<file path="config.mk">
export PLATFORM = sky130hd
export DESIGN_NAME = hazard_scoreboard_unit
export DESIGN_NICKNAME = d
export VERILOG_FILES = /design/src/rtl/hazard_scoreboard_unit.sv
export SDC_FILE = /design/constraint.sdc
export NUM_CORES = 1
export LEC_CHECK = 0
export ABC_AREA = 1
export CAP_MARGIN = 5
export CORE_UTILIZATION = 54
export DETAILED_ROUTE_END_ITERATION = 8
export PLACE_DENSITY = 0.74
export SLEW_MARGIN = 20
export SYNTH_ARGS = -nofsm -noshare
export SYNTH_HDL_FRONTEND = slang
export SYNTH_SLANG_ARGS = --single-unit
</file>
<file path="constraint.sdc">
create_clock -name CLK -period 3.3 [get_ports CLK]
set_input_delay 0.66 -clock CLK [delete_from_list [all_inputs] [get_ports CLK]]
set_output_delay 0.66 -clock CLK [all_outputs]
set_load 0.1 [all_outputs]
</file>
<file path="src/rtl/hazard_scoreboard_unit.sv">
// Hazard scoreboard for the MIPS ID stage.
// Each register has a countdown counter. A consumer stalls while a producer's
// result is further away than the consumer's operand slack allows. The unit
// also sequences IF flushes after taken branches and jumps.
// Optional build macro: HAZARD_PERF_EN adds saturating performance counters.
//
// state  | meaning
// -------+------------------------------------------------------------
// RUN    | normal issue; a stall or a redirect is taken from here
// STALL  | ID instruction held while counters drain
// FLUSH  | IF/ID squashed for the remaining FLUSH_CYCLES-1 cycles
module hazard_scoreboard_unit #(
  parameter int NUM_REGS     = 32,
  parameter int REG_AW       = 5,
  parameter int ALU_LAT      = 1,
  parameter int LOAD_LAT     = 2,
  parameter int EX_SLACK     = 1,
  parameter int FLUSH_CYCLES = 1
`ifdef HAZARD_PERF_EN
  ,
  parameter int PERF_W       = 16
`endif
) (
  input  logic              CLK,
  input  logic              RESET,
  input  logic              ID_valid,
  input  logic [REG_AW-1:0] ID_RS,
  input  logic [REG_AW-1:0] ID_RT,
  input  logic              ID_uses_rs,
  input  logic              ID_uses_rt,
  input  logic              ID_is_branch,
  input  logic              ID_RegWrite,
  input  logic              ID_is_load,
  input  logic [REG_AW-1:0] ID_dst,
  input  logic              Branch,
  input  logic [1:0]        Jump,
  output logic              PCWrite,
  output logic              IFIDWrite,
  output logic              IF_Flush,
  output logic              Hazard_Ctrl,
  output logic [1:0]        stall_cause
`ifdef HAZARD_PERF_EN
  ,
  output logic [PERF_W-1:0] stall_cycles,
  output logic [PERF_W-1:0] flush_cycles,
  output logic [PERF_W-1:0] branch_stalls
`endif
);

  localparam int MAX_LAT = (ALU_LAT > LOAD_LAT) ? ALU_LAT : LOAD_LAT;
  localparam int CNT_W   = (MAX_LAT < 1) ? 1 : $clog2(MAX_LAT + 1);

  typedef enum logic [1:0] {
    ST_RUN   = 2'd0,
    ST_STALL = 2'd1,
    ST_FLUSH = 2'd2
  } state_t;

  state_t           state_q, state_d;
  logic [2:0]       fcnt_q, fcnt_d;
  logic [CNT_W-1:0] cnt_q [NUM_REGS];
  logic [CNT_W-1:0] cnt_d [NUM_REGS];

  logic        squash, hz_rs, hz_rt, stall, issue, redirect;
  logic [31:0] slack;

  // Hazard detection against the registered scoreboard and live ID inputs.
  always_comb begin
    squash   = (state_q == ST_FLUSH);
    slack    = ID_is_branch ? 32'd0 : 32'(EX_SLACK);
    hz_rs    = ID_uses_rs && (ID_RS != '0) && (32'(cnt_q[ID_RS]) > slack);
    hz_rt    = ID_uses_rt && (ID_RT != '0) && (32'(cnt_q[ID_RT]) > slack);
    stall    = ID_valid && !squash && (hz_rs || hz_rt);
    issue    = ID_valid && !stall && !squash;
    redirect = issue && (Branch || (|Jump));
  end

  // Pipeline control outputs.
  always_comb begin
    PCWrite     = !stall;
    IFIDWrite   = !stall;
    Hazard_Ctrl = stall;
    stall_cause = stall ? (ID_is_branch ? 2'b10 : 2'b01) : 2'b00;
    IF_Flush    = redirect || squash;
  end

  // Scoreboard next state: drain every counter, an issued write reloads its own.
  always_comb begin
    cnt_d[0] = '0;
    for (int r = 1; r < NUM_REGS; r++) begin
      if (issue && ID_RegWrite && (ID_dst == REG_AW'(r)))
        cnt_d[r] = ID_is_load ? CNT_W'(LOAD_LAT) : CNT_W'(ALU_LAT);
      else if (cnt_q[r] != '0)
        cnt_d[r] = cnt_q[r] - CNT_W'(1);
      else
        cnt_d[r] = '0;
    end
  end

  // Scoreboard registers.
  always_ff @(posedge CLK) begin
    if (RESET) begin
      for (int r = 0; r < NUM_REGS; r++) cnt_q[r] <= '0;
    end else begin
      for (int r = 0; r < NUM_REGS; r++) cnt_q[r] <= cnt_d[r];
    end
  end

  // Next-state logic; a single-cycle flush never enters FLUSH.
  always_comb begin
    state_d = state_q;
    fcnt_d  = fcnt_q;
    case (state_q)
      ST_RUN, ST_STALL: begin
        if (stall) begin
          state_d = ST_STALL;
        end else if (redirect && (FLUSH_CYCLES > 1)) begin
          state_d = ST_FLUSH;
          fcnt_d  = 3'(FLUSH_CYCLES - 1);
        end else begin
          state_d = ST_RUN;
        end
      end
      ST_FLUSH: begin
        fcnt_d = fcnt_q - 3'd1;
        if (fcnt_q <= 3'd1) begin
          state_d = ST_RUN;
          fcnt_d  = 3'd0;
        end
      end
      default: begin
        state_d = ST_RUN;
        fcnt_d  = 3'd0;
      end
    endcase
  end

  // State register.
  always_ff @(posedge CLK) begin
    if (RESET) begin
      state_q <= ST_RUN;
      fcnt_q  <= 3'd0;
    end else begin
      state_q <= state_d;
      fcnt_q  <= fcnt_d;
    end
  end

`ifdef HAZARD_PERF_EN
  logic [PERF_W-1:0] stall_cycles_q, stall_cycles_d;
  logic [PERF_W-1:0] flush_cycles_q, flush_cycles_d;
  logic [PERF_W-1:0] branch_stalls_q, branch_stalls_d;

  // Saturating event counters.
  always_comb begin
    stall_cycles_d  = stall_cycles_q;
    flush_cycles_d  = flush_cycles_q;
    branch_stalls_d = branch_stalls_q;
    if (stall && !(&stall_cycles_q))
      stall_cycles_d = stall_cycles_q + PERF_W'(1);
    if (IF_Flush && !(&flush_cycles_q))
      flush_cycles_d = flush_cycles_q + PERF_W'(1);
    if (stall && ID_is_branch && !(&branch_stalls_q))
      branch_stalls_d = branch_stalls_q + PERF_W'(1);
  end

  // Counter registers.
  always_ff @(posedge CLK) begin
    if (RESET) begin
      stall_cycles_q  <= '0;
      flush_cycles_q  <= '0;
      branch_stalls_q <= '0;
    end else begin
      stall_cycles_q  <= stall_cycles_d;
      flush_cycles_q  <= flush_cycles_d;
      branch_stalls_q <= branch_stalls_d;
    end
  end

  assign stall_cycles  = stall_cycles_q;
  assign flush_cycles  = flush_cycles_q;
  assign branch_stalls = branch_stalls_q;
`endif

endmodule

</file>
======== Word level (Yosys, flattened, before mapping) ========
Memory sizes are Yosys's and may differ from the RTL's.
Cells that the tools add are included.
word-level totals
  bits in registers ....................... 5
  bits in writable memories ............... 64
  input port bits ......................... 26
  output and inout bits ................... 6
  word-level logic and storage cells ...... 292
  memories kept ........................... 1
memory list
  name   depth  width  rd ports  clocked after memory_dff  write ports  line  source
  cnt_q  32     2      33        0                         32           61    logic [CNT_W-1:0] cnt_q [NUM_REGS];
operators by class
  $add $sub $neg .......................... 32
  magnitude comparators ................... 3
  equal/unequal tests ..................... 34
  muxes and demuxes ....................... 106
  bitwise logic cells ..................... 32
  reduce and logical (&&, ||, !) cells .... 82
operator list
  cell                                                             number
  two-way mux 2 bit                                                98
  == test 5 bit (second input constant)                            16
  nonzero test 2 bit                                               31
  subtractor 2 x 1 -> 2 bit (second input constant)                31
  logical AND 1 bit                                                41
  == test 5 x 4 -> 1 bit (second input constant)                   8
  OR 1 bit                                                         32
  == test 5 x 3 -> 1 bit (second input constant)                   4
  == test 5 x 2 -> 1 bit (second input constant)                   2
  nonzero test 5 bit                                               2
  case mux 3 bit (2 select lines)                                  1
  == test 5 x 1 -> 1 bit (second input constant)                   1
  two-way mux 1 bit                                                5
  greater-than comparator 2 x 1 -> 1 bit                           2
  case mux 2 bit (2 select lines)                                  1
  OR reduction 2 bit                                               2
  less-or-equal comparator 3 x 1 -> 1 bit (second input constant)  1
  logical OR 1 bit                                                 3
  two-way mux 3 bit                                                1
  subtractor 3 x 1 -> 3 bit (second input constant)                1
  == test 2 x 1 -> 1 bit (second input constant)                   1
  == test 2 bit (second input constant)                            1
  logical NOT 1 bit                                                2
  logical NOT 2 bit                                                1
  inequality test 2 x 1 -> 1 bit (second input constant)           1

======== Longest topological paths before layout ========
  depth in word-level cells ............... 12
  depth in mapped cells ................... 20

======== Least setup slack after synthesis ========
Ideal clock, no wire load.
  path kind ............................... input -> output
  from .................................... input ID_RT[0]
  to ...................................... output stall_cause[0]
  arrival ................................. 4.681 ns
  required time ........................... 2.640 ns
  setup slack ............................. -2.041 ns
  stages on the path ...................... 15
  path buffers ............................ 3
  cells stage by stage .................... buf_2 -> inv_1 -> buf_2 -> clkbuf_1 -> o21ai_0 -> o221ai_1 -> a31oi_1 -> a32o_1 -> ha_1 -> or2_2 -> nand3_1 -> nand2_1 -> nand2_1 -> nand2_1 -> nor2_1
between the ends
  word-level cells in the longest chain between the ends .. 6
  elaborated cells between the ends (all ways) .. 8
  classes of those cells .................. 1 x order compare; 1 x mux; 5 x reduce/logical; 1 x memory
RTL lines
  item                                                                                line  source
  start, declared                                                                     28    input logic [REG_AW-1:0] ID_RT,
  memory (32 x 2 bit) / nonzero test 5 bit (equally long branches)                    --
  greater-than comparator 2 x 1 -> 1 bit / logical AND 1 bit (equally long branches)  72    hz_rt = ID_uses_rt && (ID_RT != '0) && (32'(cnt_q[ID_RT]) > slack);
  logical AND 1 bit *                                                                 72
  logical OR 1 bit *                                                                  73    stall = ID_valid && !squash && (hz_rs || hz_rt);
  logical AND 1 bit *                                                                 73
  two-way mux 2 bit *                                                                 83    stall_cause = stall ? (ID_is_branch ? 2'b10 : 2'b01) : 2'b00;
  end, declared                                                                       41    output logic [1:0] stall_cause
Every way passes the cells marked *; elsewhere a longest branch is shown, timed or not.

======== Final worst setup path ========
  from .................................... input ID_RT[0]
  to ...................................... output stall_cause[1]
The elaborated chain is that of the path after synthesis.

==> run metrics <==
outcome=finished, violations left; failing checks=negative setup slack; fraction of layout cells with a size suffix above 1=0.1823; clock network latency to the later pin of the worst-skew pair=0.36 ns; max FFs per register=62; RSZ-0062 raised after global routing=true; relative slew slack=0.2946; routability cong.=between 0.9 and 1; Rows=32; Regs by FF count=cnt_q (62); H-tree depth=3; worst-path cell chain=buf_12, buf_16, buf_8, a21oi_2, o21ai_2, o31ai_4, o211ai_1, a32o_2, ha_4, or2_4, nand3_4, nand2_4, nand2_4, nand2_8, nor2_4, buf_12; power per cell area=348.6 nW/um^2; Synthesis Warnings=0; Setup WS pre-CTS=-0.7456 ns; Tcrit/Tclk final=1.063; data required time of the worst path=roughly 2.6 ns; total CTS buffers=9; CP delay by family, top=simple AND/OR/NAND/NOR gates; largest net degree at the start of global routing=32; Critical Path Start Type=input port; critical path class=input port to output pin; top-level port count=32; Post-Syn Area=4333 um^2; # hold bufs at CTS=0; HP Class=register to register; wire length on met3=1578 um; Post-Syn Nets=757; worst vdd ir=0.2600 mV; Layout Utilization=0.7647; Core ar.=7727 um^2; Die Y=91.58 um; Initial Utilization=0.5607; CP endpoint kind=output pin; post-DP HPWL=11,090 um; final WL=about 16,000 um; GRT Residual Overflow=0; Worst-path clk slew=0.07 ns; final net count=846; area of the multi-input gates=2706 um^2; most flop-heavy register=cnt_q; Root Driver=clkbuf_8; total iterations of the first detailed-routing run=5; n_diodes=0; vias in the first global route=between 5,000 and 6,000; Cell variety after synth=31; first-pass GRT wire length=25,650 um; final antenna-violating net count=0; synthesis-stage register bit count=62; Fill cells=606; Fin. Hold Viols=0; clock tree sinks=62; Max clock buf depth=2; Vias/cell=5.825; Critical Path Fanout Max=6; CP Data Arrival Time=about 2.9 ns; CP max-delay cell=a32o_2; register area share after synthesis=0.2865; synth-to-layout area growth=36.38%; 1st-iter DRT viols=601; Detail Route met2 WL=~7500 um; average wire per standard cell=17.60 um; Slew @ Worst Pin=1.052 ns; die area=~8400 um^2; fmax=0.2852 GHz; Seq. cell area=around 1200 um^2; leakage power=0.002326 uW; Largest stage delay, worst path=0.30 ns; Final WS setup=-0.2067 ns; max_cap viols=0; die width=91.58 um; mean area per synthesized cell=5.944 um^2; highest metal used=met4; Setup-failing EPs final=6; routed vias=around 5,400; Residual DRC=0; I/O Buffers=31; Max Transition Viols Final=0; Crit path buffers/inverters=4; Tot GR Track Use=0.3985; most common cell after layout, fill and taps aside=nand2_1; final worst path period need=3.507 ns; CTS tree=yes; most frequent cells in the layout=161 x nand2_1, 92 x nor2_1, 92 x nand3_1; Mapped Cells=approximately 730; antenna violations before repair=0; Setup Skew=0.01132 ns; M1 WL=6260 um
[per-stage QoR]
step                power, uW  hold slack (ns)  setup TNS, ns  area, um^2  std cells
finish                   2060           0.5694         -1.041        5909        925
global route             2121           0.6011         -1.471        5909        925
CTS                      2035           0.5692        -0.6410        5843        922
detailed placement       1209           0.5576         -35.21        5269        887
global placement         1205           0.5413         -34.16        5269        887
floorplan                1025           0.5281         -1.256        4469        729
[layout make-up]
class	count	area share
Clock buffer	9	0.02096
Timing Repair Buffer	116	0.2064
Timing Repair inverter	2	0.002541
Multi-Input combinational cell	536	0.4580
Tap cell	102	0.02160
Inverter	91	0.06267
Clock inverter	7	0.01779
Sequential cell	62	0.2100
[synthesized netlist by cell type]
library cell	n	share of area
a21boi_0	4	0.0069
a21boi_1	8	0.014
a21oi_1	66	0.076
a31oi_1	3	0.0043
a32o_1	1	0.0023
buf_1	5	0.0043
buf_2	16	0.018
buf_4	4	0.0069
buf_6	3	0.0078
clkbuf_1	12	0.010
clkinv_1	2	0.0017
dfxtp_1	62	0.29
ha_1	2	0.0058
inv_1	88	0.076
inv_2	1	0.00087
nand2_1	166	0.14
nand3_1	94	0.11
nand3_2	1	0.0023
nand4_1	3	0.0043
nor2_1	99	0.086
nor2_8	1	0.0046
nor3_1	11	0.013
o2111ai_1	1	0.0020
o211ai_1	1	0.0017
o21ai_0	32	0.037
o21ai_1	1	0.0012
o21bai_1	31	0.054
o221ai_1	6	0.012
o22ai_1	1	0.0014
o31ai_1	1	0.0017
or2_2	3	0.0043
[report_power, final]
part | switching (uW) | internal [uW]
registers | 2.05 | 749
clock network | 350 | 435
logic | 302 | 221
total | 655 | 1410
[timing repair]
action / 4_1_cts / 5_1_grt
pin swaps: 22 / 18
gates cloned: 6 / 0
setup buffers: 14 / 3
setup endpoints to repair: 68 / 6
resized for setup: 82 / 10
[tightest hold or removal path, stage by stage (launching register included)]
cell and delay [ns]:
dfxtp_1 0.31, nand2_1 0.06, o21bai_1 0.09, a21oi_1 0.06
[cells by family after synthesis]
kind of cell / after synthesis / share of synthesized area
simple gates: 378 / 0.3664
compound gates: 156 / 0.2146
buf+inv: 131 / 0.1268
flops: 62 / 0.2865
fa+ha+maj: 2 / 0.005774
[path summary, 6_finish.rpt]
check / slack (ns) / end / start / cells past startpoint
setup / recovery: -0.21 / stall_cause[1] / ID_RT[0] / 16
hold / removal: 0.57 / cnt_q[12][1]$_SDFF_PP0_ / cnt_q[12][0]$_SDFF_PP0_ / 3
setup reg to reg: 0.41 / cnt_q[29][1]$_SDFF_PP0_ / cnt_q[30][0]$_SDFF_PP0_ / 17
hold reg to reg: 0.57 / cnt_q[12][1]$_SDFF_PP0_ / cnt_q[12][0]$_SDFF_PP0_ / 3
[layer usage]
metal | global-route usage | vias to the layer above
met5 | 0 | -
met4 | 0.2209 | 0
met3 | 0.07119 | 82
met2 | 0.6598 | 339
li1 | - | 2564
met1 | 0.4861 | 2403
(Power assumes the default switching activity.)
